[src/rtl/edge_event_arbiter.sv]
// Multi-channel edge-event controller: per-channel synchroniser, edge detect and
// pending latch, round-robin serialised onto one valid/ready event port.
// Optional per-event timestamps when EDGE_ARB_TIMESTAMP_EN is defined.

module edge_event_ch (
  input  logic       clk,
  input  logic       rst_n,
  input  logic       signal,
  input  logic [1:0] mode,
  input  logic       armed,
  input  logic       grant,
  input  logic       ovf_clr,
  output logic       det,
  output logic       pending,
  output logic       ovf
);
  logic s1, s2, s2_d;

  assign det = armed & ((mode[0] & s2_d & ~s2) | (mode[1] & ~s2_d & s2));

  always_ff @(posedge clk or negedge rst_n) begin
    if (!rst_n) begin
      s1      <= 1'b0;
      s2      <= 1'b0;
      s2_d    <= 1'b0;
      pending <= 1'b0;
      ovf     <= 1'b0;
    end else begin
      s1      <= signal;
      s2      <= s1;
      s2_d    <= s2;
      // a new event arriving with the grant keeps the channel pending
      pending <= det | (pending & ~grant);
      if (det & pending & ~grant) ovf <= 1'b1;
      else if (ovf_clr)           ovf <= 1'b0;
    end
  end
endmodule

module edge_event_arbiter #(
  parameter int NUM_CH = 4,
  parameter int ID_W   = 2
`ifdef EDGE_ARB_TIMESTAMP_EN
  , parameter int TS_W = 16
`endif
) (
  input  logic                clk,
  input  logic                rst_n,
  input  logic [NUM_CH-1:0]   signal,
  input  logic [2*NUM_CH-1:0] mode,
  output logic                evt_valid,
  input  logic                evt_ready,
  output logic [ID_W-1:0]     evt_id,
`ifdef EDGE_ARB_TIMESTAMP_EN
  output logic [TS_W-1:0]     evt_ts,
`endif
  output logic [NUM_CH-1:0]   pending,
  output logic [NUM_CH-1:0]   ovf,
  input  logic [NUM_CH-1:0]   ovf_clr
);
  typedef enum logic {IDLE, VALID} state_t;

  localparam logic [ID_W:0]   NCH  = NUM_CH[ID_W:0];
  localparam logic [ID_W-1:0] LAST = ID_W'(NUM_CH - 1);

  state_t              state, state_nxt;
  logic [1:0]          arm;
  logic                armed;
  logic [NUM_CH-1:0]   det, grant_vec, rot;
  logic [ID_W-1:0]     ptr, off, gnt_id;
  logic [ID_W:0]       sum;
  logic                gnt_any, load;

  assign armed     = (arm == 2'd2);
  assign evt_valid = (state == VALID);
  assign load      = gnt_any & (~evt_valid | evt_ready);
  assign grant_vec = load ? (NUM_CH'(1) << gnt_id) : '0;

  for (genvar i = 0; i < NUM_CH; i++) begin : g_ch
    edge_event_ch u_ch (
      .clk     (clk),
      .rst_n   (rst_n),
      .signal  (signal[i]),
      .mode    (mode[2*i+1:2*i]),
      .armed   (armed),
      .grant   (grant_vec[i]),
      .ovf_clr (ovf_clr[i]),
      .det     (det[i]),
      .pending (pending[i]),
      .ovf     (ovf[i])
    );
  end

  // rotate pending so bit 0 is the pointer channel, then pick the lowest set bit
  always_comb begin
    rot = pending;
    for (int j = 0; j < NUM_CH; j++)
      if (ptr == ID_W'(j)) rot = (pending >> j) | (pending << (NUM_CH - j));
    gnt_any = 1'b0;
    off     = '0;
    for (int k = NUM_CH - 1; k >= 0; k--)
      if (rot[k]) begin
        gnt_any = 1'b1;
        off     = ID_W'(k);
      end
    sum    = {1'b0, ptr} + {1'b0, off};
    gnt_id = (sum >= NCH) ? ID_W'(sum - NCH) : ID_W'(sum);
  end

  always_comb begin
    state_nxt = state;
    case (state)
      IDLE:    if (gnt_any) state_nxt = VALID;
      VALID:   if (evt_ready && !gnt_any) state_nxt = IDLE;
      default: state_nxt = IDLE;
    endcase
  end

  always_ff @(posedge clk or negedge rst_n) begin
    if (!rst_n) begin
      state  <= IDLE;
      arm    <= 2'd0;
      ptr    <= '0;
      evt_id <= '0;
    end else begin
      state <= state_nxt;
      if (!armed) arm <= arm + 2'd1;
      if (load) begin
        evt_id <= gnt_id;
        ptr    <= (gnt_id == LAST) ? '0 : gnt_id + ID_W'(1);
      end
    end
  end

`ifdef EDGE_ARB_TIMESTAMP_EN
  logic [TS_W-1:0]              ts_cnt;
  logic [NUM_CH-1:0][TS_W-1:0]  stamp;

  for (genvar i = 0; i < NUM_CH; i++) begin : g_ts
    always_ff @(posedge clk or negedge rst_n) begin
      if (!rst_n)                                stamp[i] <= '0;
      else if (det[i] & (~pending[i] | grant_vec[i])) stamp[i] <= ts_cnt;
    end
  end

  always_ff @(posedge clk or negedge rst_n) begin
    if (!rst_n) begin
      ts_cnt <= '0;
      evt_ts <= '0;
    end else begin
      ts_cnt <= ts_cnt + TS_W'(1);
      if (load) evt_ts <= stamp[gnt_id];
    end
  end
`endif
endmodule

[config.mk]
export PLATFORM = sky130hd
export DESIGN_NAME = edge_event_arbiter
export DESIGN_NICKNAME = d
export VERILOG_FILES = /design/src/rtl/edge_event_arbiter.sv
export SDC_FILE = /design/constraint.sdc
export NUM_CORES = 1
export LEC_CHECK = 0
export ABC_AREA = 1
export BUFFER_PORTS_ARGS = -buffer_cell sky130_fd_sc_hd__buf_2
export CAP_MARGIN = 10
export CORE_MARGIN = 4
export CORE_UTILIZATION = 35
export CTS_BUF_LIST = sky130_fd_sc_hd__clkbuf_8
export DETAILED_ROUTE_END_ITERATION = 10
export MAX_ROUTING_LAYER = met4
export PLACE_DENSITY = 0.55
export SLEW_MARGIN = 20
export SYNTH_ARGS = -nofsm -noshare
export SYNTH_HDL_FRONTEND = slang
export SYNTH_SLANG_ARGS = --single-unit
[constraint.sdc]
create_clock -name clk -period 6.79 [get_ports clk]
set_input_delay 0.679 -clock clk [delete_from_list [all_inputs] [get_ports clk]]
set_output_delay 0.679 -clock clk [all_outputs]
set_load 0.005 [all_outputs]
==> qor.yml, run 1 <==
seq_power_share_pct: 31.3
worstSkewPairLatency_ns: 0.26
postRouteAntennaNets: 0
drcViolationCount: 0
relSlewSlack_pct: 61.08
io-pin-count: 30
antenna_found_initial: 0
dieHeight_um: 73.42
cts_tree: "built"
cts-root-buf: "clkbuf_8"
die-area_um2: 5390
finalMaxSlewViolations: 0
fin_area_um2: 1664
grt_pass1_vias: 1139
switching_share_pct: 47.71
yosysUniqueCellTypes: 27
clock_skew_ns: 0.001715
grt_setup_unrepaired: "no"
required_ns: 6.95
start_util_pct: 36.91
hold_depth: 0
drt_first_iter_violations: 19
placed_area_um2: 1619
vias: 1084
core_area_um2: 4058
crit_fanout: 9
synth_top_area_cell: "dfrtp_1"
pwr-share-comb_pct: 57.7
synth_area_leaders: "dfrtp_1, nand2_1, nand2_4"
power_w: 0.0007835
syn_nets: 188
slowest_stage: "dfrtp_1"
synth_seq_cells: 27
worstMarginPinSlew_ns: 0.5838
io_buffer_count: 29
p_per_area_nw_per_um2: 470.8
antennaDiodeCount: 0
grt_pass1_wl_um: 4719
max_cap_violations: 0
ys_seq_area_share_pct: 45.11
wl_um: 2578
die_x_um: 73.42
path_clk_slew_ns: 0.08
yosys_warnings: 0
finalHoldViolCount: 0
period_share_pct: 35.55
layout-drive-gt1-share_pct: 37.77
gr-total-overflow: 0
arrival_ns: 2.57
syn_inst: 166
worstSetupStartpointType: "flop"
hold_path.class: "flop to flop"
cp_cell_sequence: "inv_4 -> nand3_2 -> o21ai_2 -> nor2_4 -> nand3_1 -> a21oi_1 -> ha_1 -> xor2_1 -> inv_1 -> nand3_2 -> nand2_4 -> ha_1 -> nand2_1 -> o21ai_1"
p_clk_share_pct: 11.0
p_int_w: 0.0004097
outcome: "complete, no violations"
setup_violations: 0
ctsHoldBuffers: 0
cts_buffer_depth: 2
grt_use_total_pct: 11.41
yosysTopAreaCellShare_pct: 45.11
crit_type: "flop to flop"
end_kind: "flop"
finalCriticalPeriod_ns: 2.414
switchingPower_w: 0.0003738
cts_made_buffers: 3
max_freq_ghz: 0.4143
row_count: 23
max_stage_delay_ns: 0.62
syn_to_final_growth_pct: 11.11
grt_max_degree: 28
via_per_inst: 4.555
final_nets: 211
syn_area_um2: 1498
routedWlPerCell_um: 10.83
cts_resized: 0
leakage_nw: 0.8973
fin_setup_tns_ns: 0
drtPass1Iterations: 3
avgSynthCellArea_um2: 9.022
dp_hpwl_um: 2159
place.gp.congestion: 0.8901
postCtsSetupRepairBufs: 0
ff2ff_path_depth: 14
cts_sinks: 27
irDropWorstVdd_v: 0.0001587
h-tree-depth: 1
==> layout make-up <==
class / count / area, um2
fill: 410 / 2394
sequential: 27 / 675.6
multi-input combinational: 101 / 626.9
timing repair buffer: 29 / 145.1
inverter: 27 / 108.9
tap: 50 / 62.56
clock buffer: 3 / 41.29
clock inverter: 1 / 3.754
==> placed cells by master (no fill, tap or decap), types with 2 or more instances in the layout <==
master | synthesis | routed
nand2_1 | 32 | 32
inv_2 | 8 | 8
nand3b_1 | 3 | 3
clkbuf_8 | 0 | 3
o21ai_0 | 5 | 5
buf_2 | 0 | 29
ha_1 | 3 | 3
dfrtp_1 | 27 | 27
nand3_1 | 7 | 7
a21oi_1 | 5 | 5
nor2_1 | 8 | 8
nand2_4 | 6 | 6
nor2_4 | 4 | 4
inv_1 | 17 | 18
nand2_2 | 8 | 8
nor2_2 | 2 | 2
o21ai_1 | 7 | 7
nand3_2 | 5 | 5
==> layer usage <==
layer / vias to the layer above / track usage (%) / wire length [um]
li1: 549 / - / -
met1: 515 / 13.02 / 1101
met2: 15 / 19.66 / 1359
met3: 5 / 1.778 / 78
met4: 0 / 5.030 / 38
met5: - / - / 0
==> registers in the layout, summed over array words and instances, names as in the netlist <==
register and count:
g_ch.u_ch.s2_d 4, arm 2, g_ch.u_ch.s1 4, evt_valid 1, g_ch.u_ch.ovf 4, g_ch.u_ch.s2 4, evt_id 2, g_ch.u_ch.pending 4
ptr 2
==> final timing paths <==
check | from | to | slack, ns
worst max-delay path | ptr[1] | ptr[1] | 4.38
worst min-delay path | g_ch[2].u_ch.s1 | g_ch[2].u_ch.s2 | 0.36
worst max register to register | ptr[1] | ptr[1] | 4.38
worst min register to register | g_ch[2].u_ch.s1 | g_ch[2].u_ch.s2 | 0.36
max in group asynchronous | rst_n | g_ch[0].u_ch.pending | 6.00
min in group asynchronous | rst_n | g_ch[2].u_ch.s1 | 0.40
==> power groups by stage <==
stage	registers (W)	logic [W]	clock network (W)
2_1_floorplan	0.000224	0.000431	0
3_3_place_gp	0.000246	0.000458	0
3_5_place_dp	0.000249	0.000463	0
4_1_cts	0.000245	0.000465	0.0000909
5_1_grt	0.000252	0.000512	0.0000988
6_report	0.000245	0.000452	0.0000863
==> kinds of logic (layout without fill, tap and decap cells) <==
| family | Yosys count | in the layout | share of synthesized area (%) |
|---|---|---|---|
| buf+inv | 38 | 60 | 13.03 |
| simple gates | 77 | 77 | 31.33 |
| fa+ha+maj | 3 | 3 | 2.507 |
| flops | 27 | 27 | 45.11 |
| compound gates | 19 | 19 | 6.850 |
| xor+xnor | 2 | 2 | 1.170 |
==> cell usage after synthesis <==
cell / n
inv_4: 1
nand3_2: 5
nand2_4: 6
nand3_1: 7
nand3b_1: 3
nand2_2: 8
inv_2: 8
o21ai_2: 1
nor2_8: 1
inv_1: 17
nor2_1: 8
clkbuf_1: 1
o21ai_0: 5
a21oi_2: 1
nor2_4: 4
o21ai_1: 7
ha_1: 3
buf_4: 8
inv_6: 1
nor2_2: 2
xnor2_1: 1
buf_6: 2
nand2_1: 32
nor3_4: 1
a21oi_1: 5
dfrtp_1: 27
xor2_1: 1
==> stage by stage <==
| step | worst slack (ns) | std cells | hold WS, ns | utilization, % |
|---|---|---|---|---|
| 2_1_floorplan | 4.656 | 166 | 0.3312 | - |
| 3_3_place_gp | 4.471 | 234 | 0.3338 | 39.90 |
| 3_5_place_dp | 4.372 | 234 | 0.3357 | 39.90 |
| 4_1_cts | 4.359 | 238 | 0.3621 | 41.01 |
| 5_1_grt | 4.144 | 238 | 0.3847 | 41.01 |
| 6_report | 4.376 | 238 | 0.3587 | 41.01 |
==> worst max-delay path, delay by kind of cell, from the launching register on <==
kind | cells | cell delay, ns
XOR/XNOR | 1 | 0.22
adder cells (fa/ha/maj) | 2 | 0.46
AO/OA/AOI/OAI | 3 | 0.27
AND/OR/NAND/NOR | 6 | 0.54
buffers and inverters | 2 | 0.18
flip-flops | 1 | 0.62
(Power assumes the default switching activity.)
==> run 2: changes to the inputs <==
==> constraint.sdc (replaced) <==
create_clock -name clk -period 2.5 [get_ports clk]
set_input_delay 0.25 -clock clk [delete_from_list [all_inputs] [get_ports clk]]
set_output_delay 0.25 -clock clk [all_outputs]
set_load 0.005 [all_outputs]
==> qor.yml, run 2 (synthesized netlist as in run 1, its figures left out) <==
die-area_um2: 5390  # unchanged
drt_first_iter_violations: 21  # was 19
outcome: "finished with violations"  # was complete, no violations
cp_cell_sequence: "inv_4 -> nand3_2 -> o21ai_2 -> nor2_4 -> nand3_1 -> a21oi_1 -> ha_1 -> xor2_2 -> inv_1 -> nand3_2 -> nand2_4 -> ha_1 -> nand2_1 -> o21ai_1"  # was inv_4 -> nand3_2 -> o21ai_2 -> nor2_4 -> nand3_1 -> a21oi_1 -> ha_1 -> xor2_1 -> inv_1 -> nand3_2 -> nand2_4 -> ha_1 -> nand2_1 -> o21ai_1
grt_use_total_pct: 11.41  # unchanged
final_nets: 213  # was 211
grt_pass1_wl_um: 4719  # unchanged
final_common_cell: "nand2_1"  # unchanged
cts_buffer_depth: 2  # unchanged
max_stage_delay_ns: 0.54  # was 0.62 ns
ctsHoldBuffers: 0  # unchanged
fin_hold_ws_ns: -0.02630  # was 0.3587 ns
dieHeight_um: 73.42  # unchanged
grt_setup_unrepaired: "no"  # unchanged
finalCriticalPeriod_ns: 2.294  # was 2.414 ns
core_area_um2: 4058  # unchanged
h-tree-depth: 1  # unchanged
max_cap_violations: 0  # unchanged
place.gp.congestion: 0.8902  # was 0.8901
layout-drive-gt1-share_pct: 40.00  # was 37.77%
crit_type: "flop to flop"  # unchanged
max_freq_ghz: 0.4359  # was 0.4143 GHz
grt_max_degree: 28  # unchanged
row_count: 23  # unchanged
postRouteAntennaNets: 0  # unchanged
violations: "negative hold slack"
routedWlPerCell_um: 10.92  # was 10.83 um
utilization_pct: 41.57  # was 41.01%
placedCellCount: 234  # unchanged
path_delay_family: "flip-flops"  # unchanged
required_ns: 2.66  # was 6.95 ns
finalMaxSlewViolations: 0  # unchanged
period_share_pct: 91.76  # was 35.55%
antennaDiodeCount: 0  # unchanged
finalHoldViolCount: 27  # was 0
worstMarginPinSlew_ns: 0.5848  # was 0.5838 ns
ff2ff_setup_slack_ns: 0.21  # was 4.38 ns
drcViolationCount: 0  # unchanged
dp_hpwl_um: 2159  # unchanged
drtPass1Iterations: 4  # was 3
cts_tree: "built"  # unchanged
layout_common_cells: "nand2_1, buf_2, dfrtp_1"  # unchanged
r2r-start: "ptr[1]"  # unchanged
routed-wl-met2_um: 1363  # was 1359 um
die_x_um: 73.42  # unchanged
path_clk_slew_ns: 0.08  # about the same
clock_skew_ns: 0.001701  # was 0.001715 ns
slowest_stage: "dfrtp_2"  # was dfrtp_1
cts_made_buffers: 3  # unchanged
cts_sinks: 27  # unchanged
antenna_found_initial: 0  # unchanged
setup_violations: 0  # unchanged
crit_fanout: 9  # unchanged
leakage_nw: 0.9046  # was 0.8973 nW
io-pin-count: 30  # unchanged
final_cells: 240  # was 238
met1_length_um: 1121  # was 1101 um
gr-total-overflow: 0  # unchanged
p_per_area_nw_per_um2: 1289  # was 470.8 nW/um2
io_buffer_count: 29  # unchanged
crit-reg2reg-capture: "ptr[1]"  # unchanged
ff2ff_path_depth: 14  # unchanged
worstSetupStartpointType: "flop"  # unchanged
wl_um: 2621  # was 2578 um
end_kind: "flop"  # unchanged
hold_path.class: "primary input to async pin"  # was flop to flop
arrival_ns: 2.45  # was 2.57 ns
grt_pass1_vias: 1139  # unchanged
critPathBufInv: 2  # unchanged
vias: 1096  # was 1084
start_util_pct: 36.91  # unchanged
syn_to_final_growth_pct: 12.62  # was 11.11%
top_layer: "met4"  # unchanged
relSlewSlack_pct: 61.02  # was 61.08%
dr_wl_met3_um: 84  # was 78 um
cts-root-buf: "clkbuf_8"  # unchanged
via_per_inst: 4.567  # was 4.555
worstSkewPairLatency_ns: 0.26  # about the same
irDropWorstVdd_v: 0.0004318  # was 0.0001587 V
nFillCells: 409  # was 410
fin_setup_tns_ns: 0  # unchanged
## run 2: cell count changes in the layout (fill, tap and decap cells not counted), sizes merged
cell	change
buf	+2
## run 2: how the worst max path moves through the flow
stage,slack [ns],start,end,cells past startpoint
2_1_floorplan,0.37,ptr[0],ptr[1],16
3_3_place_gp,0.18,ptr[1],ptr[1],14
3_5_place_dp,0.08,ptr[1],ptr[1],14
4_1_cts,0.07,ptr[1],ptr[1],14
5_1_grt,0.008,ptr[0],g_ch[3].u_ch.ovf,16
6_report,0.21,ptr[1],ptr[1],14
## run 2: metrics by stage
stage          instance area, um2  setup WS, ns  power, W
6_report                     1687        0.2061  0.002174
5_1_grt                      1687      0.008034  0.002385
4_1_cts                      1664       0.06885  0.002175
3_5_place_dp                 1619       0.08159  0.001932
3_3_place_gp                 1619        0.1813  0.001912
2_1_floorplan                1498        0.3662  0.001777
## run 2: layout make-up
type	count	area (um2)	area share [%]
clock buffer	3	41.29	2.448
inverter	27	108.9	6.454
multi-input combinational	101	634.4	37.61
timing repair buffer	31	157.7	9.347
clock inverter	1	3.754	0.2226
sequential	27	678.2	40.21
tap	50	62.56	3.709
## run 2: power breakdown
group / internal, W / switching, W / leakage, nW
clock: 0.000110 / 0.000124 / 0.0269
sequential: 0.000541 / 0.000122 / 0.305
combinational: 0.000489 / 0.000787 / 0.573
## run 2: layer usage
layer	up-vias	GRT usage, %
met3	7	1.778
met4	0	5.030
met2	20	19.66
li1	551	-
met5	-	-
met1	518	13.02
## run 2: repair_timing
| action | CTS | global route |
|---|---|---|
| resized for setup | 0 | 4 |
| setup endpoints to repair | 0 | 4 |
| setup buffers | 0 | 2 |
==> run 3: changes to the inputs <==
--- a/config.mk
+++ b/config.mk
@@ -5,15 +5,14 @@
 export SDC_FILE = /design/constraint.sdc
 export NUM_CORES = 1
 export LEC_CHECK = 0
-export ABC_AREA = 1
 export BUFFER_PORTS_ARGS = -buffer_cell sky130_fd_sc_hd__buf_2
 export CAP_MARGIN = 10
 export CORE_MARGIN = 4
-export CORE_UTILIZATION = 35
+export CORE_UTILIZATION = 50
 export CTS_BUF_LIST = sky130_fd_sc_hd__clkbuf_8
 export DETAILED_ROUTE_END_ITERATION = 10
 export MAX_ROUTING_LAYER = met4
-export PLACE_DENSITY = 0.55
+export PLACE_DENSITY = 0.75
 export SLEW_MARGIN = 20
 export SYNTH_ARGS = -nofsm -noshare
 export SYNTH_HDL_FRONTEND = slang
==> qor.yml, run 3 <==
path_clk_slew_ns: 0.08  # about the same
period_share_pct: 94.12  # was 91.76%
layout_common_cells: "buf_2, dfrtp_1, nand2_1"  # was nand2_1, buf_2, dfrtp_1
gr-total-overflow: 0  # unchanged
outcome: "complete, no violations"  # was finished with violations
clock_skew_ns: 0.001787  # was 0.001701 ns
row_count: 18  # was 23
routedWlPerCell_um: 13.24  # was 10.92 um
utilization_pct: 62.42  # was 41.57%
syn_area_um2: 1299  # was 1498 um2
max_stage_delay_ns: 0.45  # was 0.54 ns
async_flop_share_pct: 100.0  # unchanged
yosysUniqueCellTypes: 30  # was 27
io_buffer_count: 29  # unchanged
drcViolationCount: 0  # unchanged
worstMarginPinSlew_ns: 0.5854  # was 0.5848 ns
cts_tree: "built"  # unchanged
synth-edff-count: 0  # unchanged
syn_nets: 143  # was 188
ff2ff_setup_slack_ns: 0.15  # was 0.21 ns
cp_cell_sequence: "nor2_2 -> a21oi_1 -> a2bb2oi_1 -> a21oi_1 -> ha_2 -> xor2_2 -> and3_4 -> nor2_4 -> inv_1 -> ha_1 -> mux2_1"  # was inv_4 -> nand3_2 -> o21ai_2 -> nor2_4 -> nand3_1 -> a21oi_1 -> ha_1 -> xor2_2 -> inv_1 -> nand3_2 -> nand2_4 -> ha_1 -> nand2_1 -> o21ai_1
wl_um: 2423  # was 2621 um
finalCriticalPeriod_ns: 2.353  # was 2.294 ns
io-pin-count: 30  # unchanged
irDropWorstVdd_v: 0.0006352  # was 0.0004318 V
dp_hpwl_um: 1778  # was 2159 um
grt_use_total_pct: 15.53  # was 11.41%
worstSkewPairLatency_ns: 0.26  # about the same
placed_area_um2: 1454  # was 1619 um2
switching_share_pct: 37.92  # was 47.54%
max_freq_ghz: 0.4250  # was 0.4359 GHz
syn_to_final_growth_pct: 19.07  # was 12.62%
grt_max_degree: 28  # unchanged
via_per_inst: 5.066  # was 4.567
p_per_area_nw_per_um2: 1190  # was 1289 nW/um2
yosys_warnings: 0  # unchanged
slowest_stage: "dfrtp_2"  # unchanged
place.gp.congestion: 0.8865  # was 0.8902
syn_inst: 121  # was 166
worstSetupStartpointType: "flop"  # unchanged
pwr-share-comb_pct: 52.2  # was 58.7%
multiInputGateArea_um2: 525.5  # was 634.4 um2
antenna_found_initial: 0  # unchanged
setup_violations: 0  # unchanged
leakage_nw: 0.7289  # was 0.9046 nW
arrival_ns: 2.50  # was 2.45 ns
synth_area_leaders: "dfrtp_1, buf_4, nand2_1"  # was dfrtp_1, nand2_1, nand2_4
p_clk_share_pct: 12.5  # was 10.8%
switchingPower_w: 0.0006979  # was 0.001033 W
relSlewSlack_pct: 60.98  # was 61.02%
drtPass1Iterations: 4  # unchanged
seq_area_um2: 678.2  # unchanged
postRouteAntennaNets: 0  # unchanged
ys_seq_area_share_pct: 52.02  # was 45.11%
cpMostUsedCell: "a21oi_1"
cts_made_buffers: 3  # unchanged
required_ns: 2.65  # was 2.66 ns
fin_area_um2: 1546  # was 1687 um2
crit_type: "flop to flop"  # unchanged
h-tree-depth: 1  # unchanged
synth_most_common_cell: "dfrtp_1"  # was nand2_1
layout-drive-gt1-share_pct: 36.60  # was 40.00%
vias: 927  # was 1096
yosysTopAreaCellShare_pct: 52.02  # was 45.11%
end_kind: "flop"  # unchanged
path_delay_family: "flip-flops"  # unchanged
cts-root-buf: "clkbuf_8"  # unchanged
p_int_w: 0.001143  # was 0.001140 W
grt_pass1_vias: 990  # was 1139
antennaDiodeCount: 0  # unchanged
synth_top_cells_by_count: "dfrtp_1, nand2_1, buf_4, inv_1, o21ai_0"  # was nand2_1, dfrtp_1, inv_1
cts_buffer_depth: 2  # unchanged
avgSynthCellArea_um2: 10.73  # was 9.022 um2
synth_seq_cells: 27  # unchanged
synth_top_area_cell: "dfrtp_1"  # unchanged
synth_ff_type: "dfrtp_1"  # unchanged
final_nets: 176  # was 213
start_util_pct: 52.42  # was 36.91%
max_cap_violations: 0  # unchanged
final_common_cell: "buf_2"  # was nand2_1
die_x_um: 58.97  # was 73.42 um
die-area_um2: 3477  # was 5390 um2
crit_fanout: 6  # was 9
nFillCells: 227  # was 409
finalHoldViolCount: 0  # was 27
grt_pass1_wl_um: 3919  # was 4719 um
core_area_um2: 2477  # was 4058 um2
cts_sinks: 27  # unchanged
critPathBufInv: 1  # was 2
drt_first_iter_violations: 24  # was 21
finalMaxSlewViolations: 0  # unchanged
seq_power_share_pct: 35.3  # was 30.5%
hold_path.class: "primary input to flop"  # was primary input to async pin
dieHeight_um: 58.97  # was 73.42 um
run 3: changes by cell type in the layout (fill, tap and decap cells not counted), sizes merged, moves of 2 or more:
cell	previous run	this run
nor3b	0	2
buf	31	38
mux2	0	2
nand3	12	0
inv	28	11
o21ai	13	11
nand2	46	16
nor4b	0	2
nor2	15	7
o22ai	0	3
run 3: final timing paths:
| check | end | start | cells after the start |
|---|---|---|---|
| hold reg to reg | g_ch[3].u_ch.s2 | g_ch[3].u_ch.s1 | 0 |
| setup reg to reg | ptr[1] | g_ch[3].u_ch.pending | 11 |
| hold / removal | g_ch[3].u_ch.s1 | signal[3] | 1 |
| max in group asynchronous | ptr[1] | rst_n | 2 |
| min in group asynchronous | g_ch[3].u_ch.s1 | rst_n | 2 |
| setup / recovery | ptr[1] | g_ch[3].u_ch.pending | 11 |
run 3: metal layers:
metal | track usage (%) | part of all wire, % | vias up
li1 | - | - | 466
met1 | 16.69 | 42 | 442
met2 | 26.34 | 53 | 15
met3 | 2.851 | 3.1 | 4
met4 | 9.385 | 1.0 | 0
met5 | - | 0 | -
run 3: power by group through the flow:
stage	clock, W	sequential, W	combinational (W)
CTS	0.000240	0.000642	0.000860
finish	0.000231	0.000649	0.000961
global placement	0	0.000644	0.000820
detailed placement	0	0.000650	0.000852
global route	0.000257	0.000667	0.00107
floorplan	0	0.000618	0.000674
run 3: cell type report:
| cell class | instances | area share [%] |
|---|---|---|
| well taps | 30 | 2.427 |
| clock buffers | 3 | 2.670 |
| inverters | 10 | 2.427 |
| flip-flops and latches | 27 | 43.85 |
| repair buffers | 39 | 14.40 |
| multi-input cells | 73 | 33.98 |
| clock inverters | 1 | 0.2427 |
run 3: repair_timing:
action | 4_1_cts | 5_1_grt
resized for setup | 0 | 8
buffers inserted | 0 | 2
endpoints found under the hold margin | 27 | 0
setup endpoints to repair | 0 | 4
hold buffers | 1 | 0
run 3: cell families (layout without fill, tap and decap cells):
| logic type | after synthesis | count (layout) | synth area share, % |
|---|---|---|---|
| xor gates and xnor gates | 4 | 4 | 2.698 |
| adders and majority gates | 3 | 3 | 2.890 |
| DFF | 27 | 27 | 52.02 |
| AOI/OAI and AO/OA | 25 | 25 | 13.97 |
| and+or+nand+nor | 39 | 39 | 17.63 |
| muxes | 2 | 2 | 1.734 |
| buffers and inverters | 21 | 53 | 9.056 |
run 3: stage by stage:
step	hold WS [ns]	setup TNS, ns	power (W)	std cells	worst slack, ns
2_1_floorplan	-0.04559	0	0.001292	121	0.03351
3_3_place_gp	0.2743	0	0.001465	176	0.1590
3_5_place_dp	0.2893	0	0.001502	176	0.04274
4_1_cts	0.08051	0	0.001742	181	0.01559
5_1_grt	0.07764	-0.1547	0.001994	183	-0.08610
6_report	0.08842	0	0.001841	183	0.1471
